[config.mk]
export PLATFORM = sky130hd
export DESIGN_NAME = rs_syndrome_flat
export DESIGN_NICKNAME = d
export VERILOG_FILES = /design/src/rtl/rs15_9_pkg.sv /design/src/rtl/rs_syndrome_if.sv /design/src/rtl/rs_gf16_alpha_mul.sv /design/src/rtl/rs_syndrome.sv /design/src/flat_wrapper.sv
export SDC_FILE = /design/constraint.sdc
export NUM_CORES = 1
export LEC_CHECK = 0
export CORE_MARGIN = 2
export CORE_UTILIZATION = 45
export DETAILED_ROUTE_END_ITERATION = 12
export DONT_BUFFER_PORTS = 1
export GPL_ROUTABILITY_DRIVEN = 0
export PLACE_DENSITY_LB_ADDON = 0.2
export SLEW_MARGIN = 20
export SYNTH_ARGS = -nofsm -noshare
export SYNTH_HDL_FRONTEND = slang
export SYNTH_SLANG_ARGS = --single-unit
[constraint.sdc]
create_clock -name clk -period 6.3 [get_ports clk]
set_input_delay 0.63 -clock clk [delete_from_list [all_inputs] [get_ports clk]]
set_output_delay 0.63 -clock clk [all_outputs]
set_load 0.01 [all_outputs]
[src/rtl/rs15_9_pkg.sv]
// Shared GF(2^4) definitions for the RS(15,9) decoder path: field constants,
// the symbol type, the syndrome FSM state type and a constant-power multiplier.
package rs15_9_pkg;

  localparam int         SYM_W   = 4;
  localparam int         N_SYM   = 15;
  localparam int         K_SYM   = 9;
  localparam int         N_SYN   = 6;
  localparam logic [4:0] GF_POLY = 5'b10011;

  typedef logic [SYM_W-1:0] gf16_t;

  typedef enum logic [1:0] {IDLE, ACCUM, HOLD} state_t;

  // Multiply by alpha (x): shift left, fold x^4 back as x+1.
  function automatic gf16_t gf16_xtime(input gf16_t a);
    gf16_t r;
    r = {a[SYM_W-2:0], 1'b0};
    if (a[SYM_W-1]) r = r ^ GF_POLY[SYM_W-1:0];
    return r;
  endfunction

  // With a constant power this unrolls into a pure XOR network.
  function automatic gf16_t gf16_mul_const(input gf16_t sym, input int power);
    gf16_t acc;
    acc = sym;
    for (int i = 0; i < N_SYM - 1; i++) begin
      if (i < (power % N_SYM)) acc = gf16_xtime(acc);
    end
    return acc;
  endfunction

endpackage

[src/rtl/rs_syndrome_if.sv]
// Symbol input and syndrome output handshakes of the RS(15,9) syndrome block.
interface rs_syndrome_if #(
   parameter int SYM_W = 4,
   parameter int N_SYN = 6
);
   logic                   in_valid;
   logic                   in_ready;
   logic                   in_sop;
   logic [SYM_W-1:0]       in_sym;
   logic                   synd_valid;
   logic                   synd_ready;
   logic [N_SYN*SYM_W-1:0] synd;
   logic                   synd_nz;
   logic                   frame_err;

   modport master (
      output in_valid, in_sop, in_sym, synd_ready,
      input  in_ready, synd_valid, synd, synd_nz, frame_err
   );

   modport slave (
      input  in_valid, in_sop, in_sym, synd_ready,
      output in_ready, synd_valid, synd, synd_nz, frame_err
   );
endinterface

[src/rtl/rs_gf16_alpha_mul.sv]
// Constant multiplier by alpha^P in GF(16), built as an XOR network.
module rs_gf16_alpha_mul
   import rs15_9_pkg::*;
#(
   parameter int P = 1
) (
   input  gf16_t i_sym,
   output gf16_t o_prod
);
   assign o_prod = gf16_mul_const(i_sym, P);
endmodule

[src/rtl/rs_syndrome.sv]
// Serial RS(15,9) syndrome calculator: Horner evaluation of S1..S6 over one
// 15-symbol codeword, handed downstream as one registered word per frame.
module rs_syndrome
   import rs15_9_pkg::*;
#(
   parameter int SYM_W = 4,
   parameter int N_SYM = 15,
   parameter int N_SYN = 6
) (
   input  logic         clk,
   input  logic         rst_n,
   rs_syndrome_if.slave bus
);

   localparam logic [3:0] LAST_CNT = 4'(N_SYM - 1);

   if (SYM_W != 4) begin : g_bad_sym_w
      $error("rs_syndrome only supports SYM_W = 4");
   end

   state_t                 r_state;
   logic [3:0]             r_cnt;
   logic                   r_in_ready;
   logic                   r_synd_valid;
   logic [N_SYN*SYM_W-1:0] r_synd;
   logic                   r_synd_nz;
   logic                   r_frame_err;
   gf16_t                  r_s    [N_SYN];
   gf16_t                  w_mul  [N_SYN];
   gf16_t                  w_next [N_SYN];
   logic [N_SYN*SYM_W-1:0] w_pack;
   logic                   w_xfer;

   assign w_xfer = bus.in_valid & r_in_ready;

   for (genvar j = 0; j < N_SYN; j++) begin : g_syn
      rs_gf16_alpha_mul #(.P(j + 1)) u_mul (
         .i_sym  (r_s[j]),
         .o_prod (w_mul[j])
      );
      assign w_next[j]                  = w_mul[j] ^ bus.in_sym;
      assign w_pack[j*SYM_W +: SYM_W]   = w_next[j];
   end

   always_ff @(posedge clk or negedge rst_n) begin
      if (!rst_n) begin
         r_state      <= IDLE;
         r_cnt        <= '0;
         r_in_ready   <= 1'b1;
         r_synd_valid <= 1'b0;
         r_synd       <= '0;
         r_synd_nz    <= 1'b0;
         r_frame_err  <= 1'b0;
         for (int j = 0; j < N_SYN; j++) r_s[j] <= '0;
      end else begin
         r_frame_err <= 1'b0;
         case (r_state)
            IDLE: begin
               if (w_xfer) begin
                  if (bus.in_sop) begin
                     for (int j = 0; j < N_SYN; j++) r_s[j] <= bus.in_sym;
                     r_cnt   <= 4'd1;
                     r_state <= ACCUM;
                  end else begin
                     r_frame_err <= 1'b1;
                  end
               end
            end
            ACCUM: begin
               if (w_xfer) begin
                  // A new sop restarts the frame, even on the final position.
                  if (bus.in_sop) begin
                     r_frame_err <= 1'b1;
                     for (int j = 0; j < N_SYN; j++) r_s[j] <= bus.in_sym;
                     r_cnt <= 4'd1;
                  end else if (r_cnt == LAST_CNT) begin
                     for (int j = 0; j < N_SYN; j++) r_s[j] <= w_next[j];
                     r_synd       <= w_pack;
                     r_synd_nz    <= |w_pack;
                     r_cnt        <= '0;
                     r_in_ready   <= 1'b0;
                     r_synd_valid <= 1'b1;
                     r_state      <= HOLD;
                  end else begin
                     for (int j = 0; j < N_SYN; j++) r_s[j] <= w_next[j];
                     r_cnt <= r_cnt + 4'd1;
                  end
               end
            end
            HOLD: begin
               if (bus.synd_ready) begin
                  r_in_ready   <= 1'b1;
                  r_synd_valid <= 1'b0;
                  r_state      <= IDLE;
               end
            end
            default: begin
               r_in_ready   <= 1'b1;
               r_synd_valid <= 1'b0;
               r_state      <= IDLE;
            end
         endcase
      end
   end

   assign bus.in_ready   = r_in_ready;
   assign bus.synd_valid = r_synd_valid;
   assign bus.synd       = r_synd;
   assign bus.synd_nz    = r_synd_nz;
   assign bus.frame_err  = r_frame_err;

endmodule

[src/flat_wrapper.sv]
// flat-port wrapper written by rule: the top's interface ports become plain ports
module rs_syndrome_flat import rs15_9_pkg::*;
#(
   parameter int SYM_W = 4,
   parameter int N_SYM = 15,
   parameter int N_SYN = 6
)
  (clk, rst_n, bus_in_valid, bus_in_sop, bus_in_sym, bus_synd_ready, bus_in_ready, bus_synd_valid, bus_synd, bus_synd_nz, bus_frame_err);
  rs_syndrome_if #(.SYM_W(SYM_W), .N_SYN(N_SYN)) bus_i ();
  input  logic clk;
  input  logic rst_n;
  input wire logic [$bits(bus_i.in_valid)-1:0] bus_in_valid;
  input wire logic [$bits(bus_i.in_sop)-1:0] bus_in_sop;
  input wire logic [$bits(bus_i.in_sym)-1:0] bus_in_sym;
  input wire logic [$bits(bus_i.synd_ready)-1:0] bus_synd_ready;
  output wire logic [$bits(bus_i.in_ready)-1:0] bus_in_ready;
  output wire logic [$bits(bus_i.synd_valid)-1:0] bus_synd_valid;
  output wire logic [$bits(bus_i.synd)-1:0] bus_synd;
  output wire logic [$bits(bus_i.synd_nz)-1:0] bus_synd_nz;
  output wire logic [$bits(bus_i.frame_err)-1:0] bus_frame_err;
  assign bus_i.in_valid = bus_in_valid;
  assign bus_i.in_sop = bus_in_sop;
  assign bus_i.in_sym = bus_in_sym;
  assign bus_i.synd_ready = bus_synd_ready;
  assign bus_in_ready = bus_i.in_ready;
  assign bus_synd_valid = bus_i.synd_valid;
  assign bus_synd = bus_i.synd;
  assign bus_synd_nz = bus_i.synd_nz;
  assign bus_frame_err = bus_i.frame_err;
  rs_syndrome #(.SYM_W(SYM_W), .N_SYM(N_SYM), .N_SYN(N_SYN)) u_core (.clk(clk), .rst_n(rst_n), .bus(bus_i));
endmodule
==> flow_summary.ini <==
[worst_setup_path]
path_cells = nor2b_1 > ha_1 > nand4_4 > or3_1 > a2111oi_2 > a32oi_1
slowest_stage = or3_1
reg2reg_slack_ns = 3.63
endpoint_kind = flip-flop
arrival_ns = 2.87
path_class = flip-flop to flip-flop
startpoint_type = flip-flop
cpPeakStageDelay_ns = 0.56
path_max_fanout = 43
critPathRequiredTime_ns = 6.49

[logic_synthesis]
ys.flop_type = dfrtp_1
synthArstFlopShare_pct = 100
syn_area_um2 = 3190
avgSynthCellArea_um2 = 9.79
syn-instance-count = 326
syn_nets = 339
ys_warn_count = 0
seq_area_frac_synth_pct = 45.5
ys_ff_latch = 58
synth-edff-count = 0
ys_types = 43

[drt]
ant_nets = 0
post_drt_via_cell_ratio = 5.56
drt_pre_antenna_iters = 4
drcViolationCount = 0
dr_total_vias = 2314
routed_wl_um = 6990
wl_per_cell_um = 16.8
initialDrtViolationCount = 170

[timing]
tns_ns = 0
rsz0062_at_grt = false
fin_ws_ns = 3.63
maxSlewViolCount = 0
fin_crit_sh_pct = 42.4
slew_headroom_pct = 38.5
hold_viol = 0
worst_pin_slew_ns = 0.920
fin_hold_ws_ns = 0.131
fmax_mhz = 374
skew_ns = 0.00758
setup_viol = 0
min_period_ns = 2.67

[placement]
pre_cts_ws_ns = 3.62
port_buffers = 0
place_hpwl_um = 4630

[clocking]
clock_latency_ns = 0.34
numCtsBuffers = 9
cts_root_buf = clkbuf_8
clock_sinks = 58
postCtsResizedCells = 0
cts_tree = yes
path_clk_slew_ns = 0.07
h-tree-depth = 3
clockBufferDepth = 2

[global_route]
track_usage_pct = 19.9
grt_remaining_overflow = 0
grt_pass1_vias = 2222
grt_pass1_wl_um = 11500
grt_max_degree = 58
antenna_found_initial = 0

[final_layout]
multi_input_area_um2 = 1620
syn2layout_area_growth_pct = 8.16
drive_gt1_share_pct = 10.3
diodes = 0
seqCellArea_um2 = 1450
fill_cells = 671
final_nets = 328

[floorplanning]
initial_core_util_pct = 46.7
ios = 37
die_w_um = 88.2
core_um2 = 6830
rows = 30
die-area_um2 = 7780
die_h_um = 88.2

[power]
seqPwrFrac_pct = 39.4
ir_drop_uv = 145
power.share.switching_pct = 39.5
p_int_mw = 0.938
p_clk_share_pct = 22.6
power_frac_comb_pct = 38.0
switching_power_mw = 0.612
p_leak_nw = 1.51
powerDensity_nw_per_um2 = 449

[job]
drv_cap = 0

[hold_path]
hp-class = primary input to asynchronous set/reset pin

[outcome]
outcome = finished clean
## synthesized netlist by cell type, types with 3 or more instances
master / number / area share (%)
nor3_1: 7 / 1.1
and3_1: 5 / 0.98
mux2_2: 7 / 2.5
a22o_1: 3 / 0.82
clkbuf_1: 14 / 1.6
mux2i_1: 4 / 1.3
ha_1: 4 / 1.6
nor2_1: 13 / 1.5
or3_1: 3 / 0.59
a22oi_1: 10 / 2.4
xor2_1: 27 / 7.4
dfrtp_1: 57 / 45
a21oi_1: 16 / 2.5
nand2_1: 30 / 3.5
and2_1: 3 / 0.59
xnor2_1: 20 / 5.5
nand2b_1: 4 / 0.78
a221o_1: 9 / 2.8
o31ai_1: 4 / 0.94
inv_1: 4 / 0.47
o21ai_0: 34 / 5.3
buf_2: 8 / 1.3
nand3_1: 13 / 2.0
a21o_1: 3 / 0.71
## kinds of logic (layout without fill, tap and decap cells)
group / count (synthesis) / in the layout / share of synthesized area, %
compound gates: 89 / 89 / 18.2
xor+xnor: 48 / 48 / 13.4
buf+inv: 29 / 23 / 3.84
simple gates: 87 / 87 / 13.7
fa+ha+maj: 4 / 4 / 1.57
flops: 58 / 58 / 45.5
mux: 11 / 11 / 3.73
## what timing repair did
item / CTS / global route
endpoints found under the hold margin: 57 / 0
setup buffers: 0 / 0
hold buffers: 1 / 0
setup endpoints to repair: 0 / 0
## cells in the final DEF (no fill, tap or decap), types with 4 or more instances in the layout
master	synthesis	final
a221o_1	9	9
xnor2_1	20	20
ha_1	4	4
o31ai_1	4	4
nand2_1	30	30
inv_1	4	4
nor2_1	13	13
a22oi_1	10	10
nand3_1	13	13
mux2_2	7	7
dfrtp_1	57	57
nor3_1	7	7
and3_1	5	5
xor2_1	27	27
a21oi_1	16	16
clkbuf_8	0	11
nand2b_1	4	4
mux2i_1	4	4
o21ai_0	34	34
## critical path: cells and delay by family (launching register included)
kind	cells	cell delay (ns)
AO/OA/AOI/OAI	2	0.48
adder cells (fa/ha/maj)	1	0.25
flip-flops	1	0.48
AND/OR/NAND/NOR	3	1.29
## through the flow
step | cell area, um2 | total power [mW] | std cells | util (%)
6_report | 3450 | 1.55 | 416 | 50.5
5_1_grt | 3450 | 1.68 | 416 | 50.5
4_1_cts | 3450 | 1.57 | 416 | 50.5
3_5_place_dp | 3220 | 1.20 | 399 | 47.1
3_3_place_gp | 3220 | 1.19 | 399 | 47.1
2_1_floorplan | 3190 | 1.07 | 326 | -
## path summary, 6_finish.rpt
check / start / endpoint / cells past startpoint
max: u_core.r_state[1] / u_core.bus.synd_nz / 6
min: rst_n / u_core.bus.in_ready / 0
max reg2reg: u_core.r_state[1] / u_core.bus.synd_nz / 6
min reg2reg: u_core.r_cnt[3] / u_core.r_cnt[3] / 1
max in group asynchronous: rst_n / u_core.r_s[20] / 1
min in group clk: bus_in_sop / u_core.r_state[0] / 1
## per-layer routing
layer | share of wire, % | vias up | track usage (%)
li1 | - | 1135 | -
met1 | 48 | 1121 | 27.0
met2 | 46 | 52 | 30.5
met3 | 4.5 | 6 | 4.24
met4 | 1.2 | 0 | 8.68
met5 | 0 | - | 0
## registers in the layout (all words and copies together), names as in the netlist
signal and cells:
u_core.r_s 24, u_core.r_state 2, u_core.bus.frame_err 1, u_core.bus.synd 24, u_core.bus.synd_valid 1, u_core.r_cnt 4, u_core.bus.synd_nz 1, u_core.bus.in_ready 1
## power groups by stage
| stage | registers, mW | clock network [mW] | logic (mW) |
|---|---|---|---|
| 4_1_cts | 0.608 | 0.363 | 0.595 |
| 3_5_place_dp | 0.616 | 0 | 0.582 |
| 2_1_floorplan | 0.549 | 0 | 0.520 |
| 3_3_place_gp | 0.611 | 0 | 0.575 |
| 5_1_grt | 0.629 | 0.384 | 0.668 |
| 6_report | 0.611 | 0.351 | 0.589 |
## layout make-up
class / instances / area share, %
clock inverters: 4 / 1.45
inverters: 4 / 0.435
multi-input cells: 239 / 46.8
flip-flops and latches: 58 / 42.1
repair buffers: 3 / 1.23
clock buffers: 12 / 4.50
well taps: 96 / 3.48
Power figures use the tool's default switching activity.
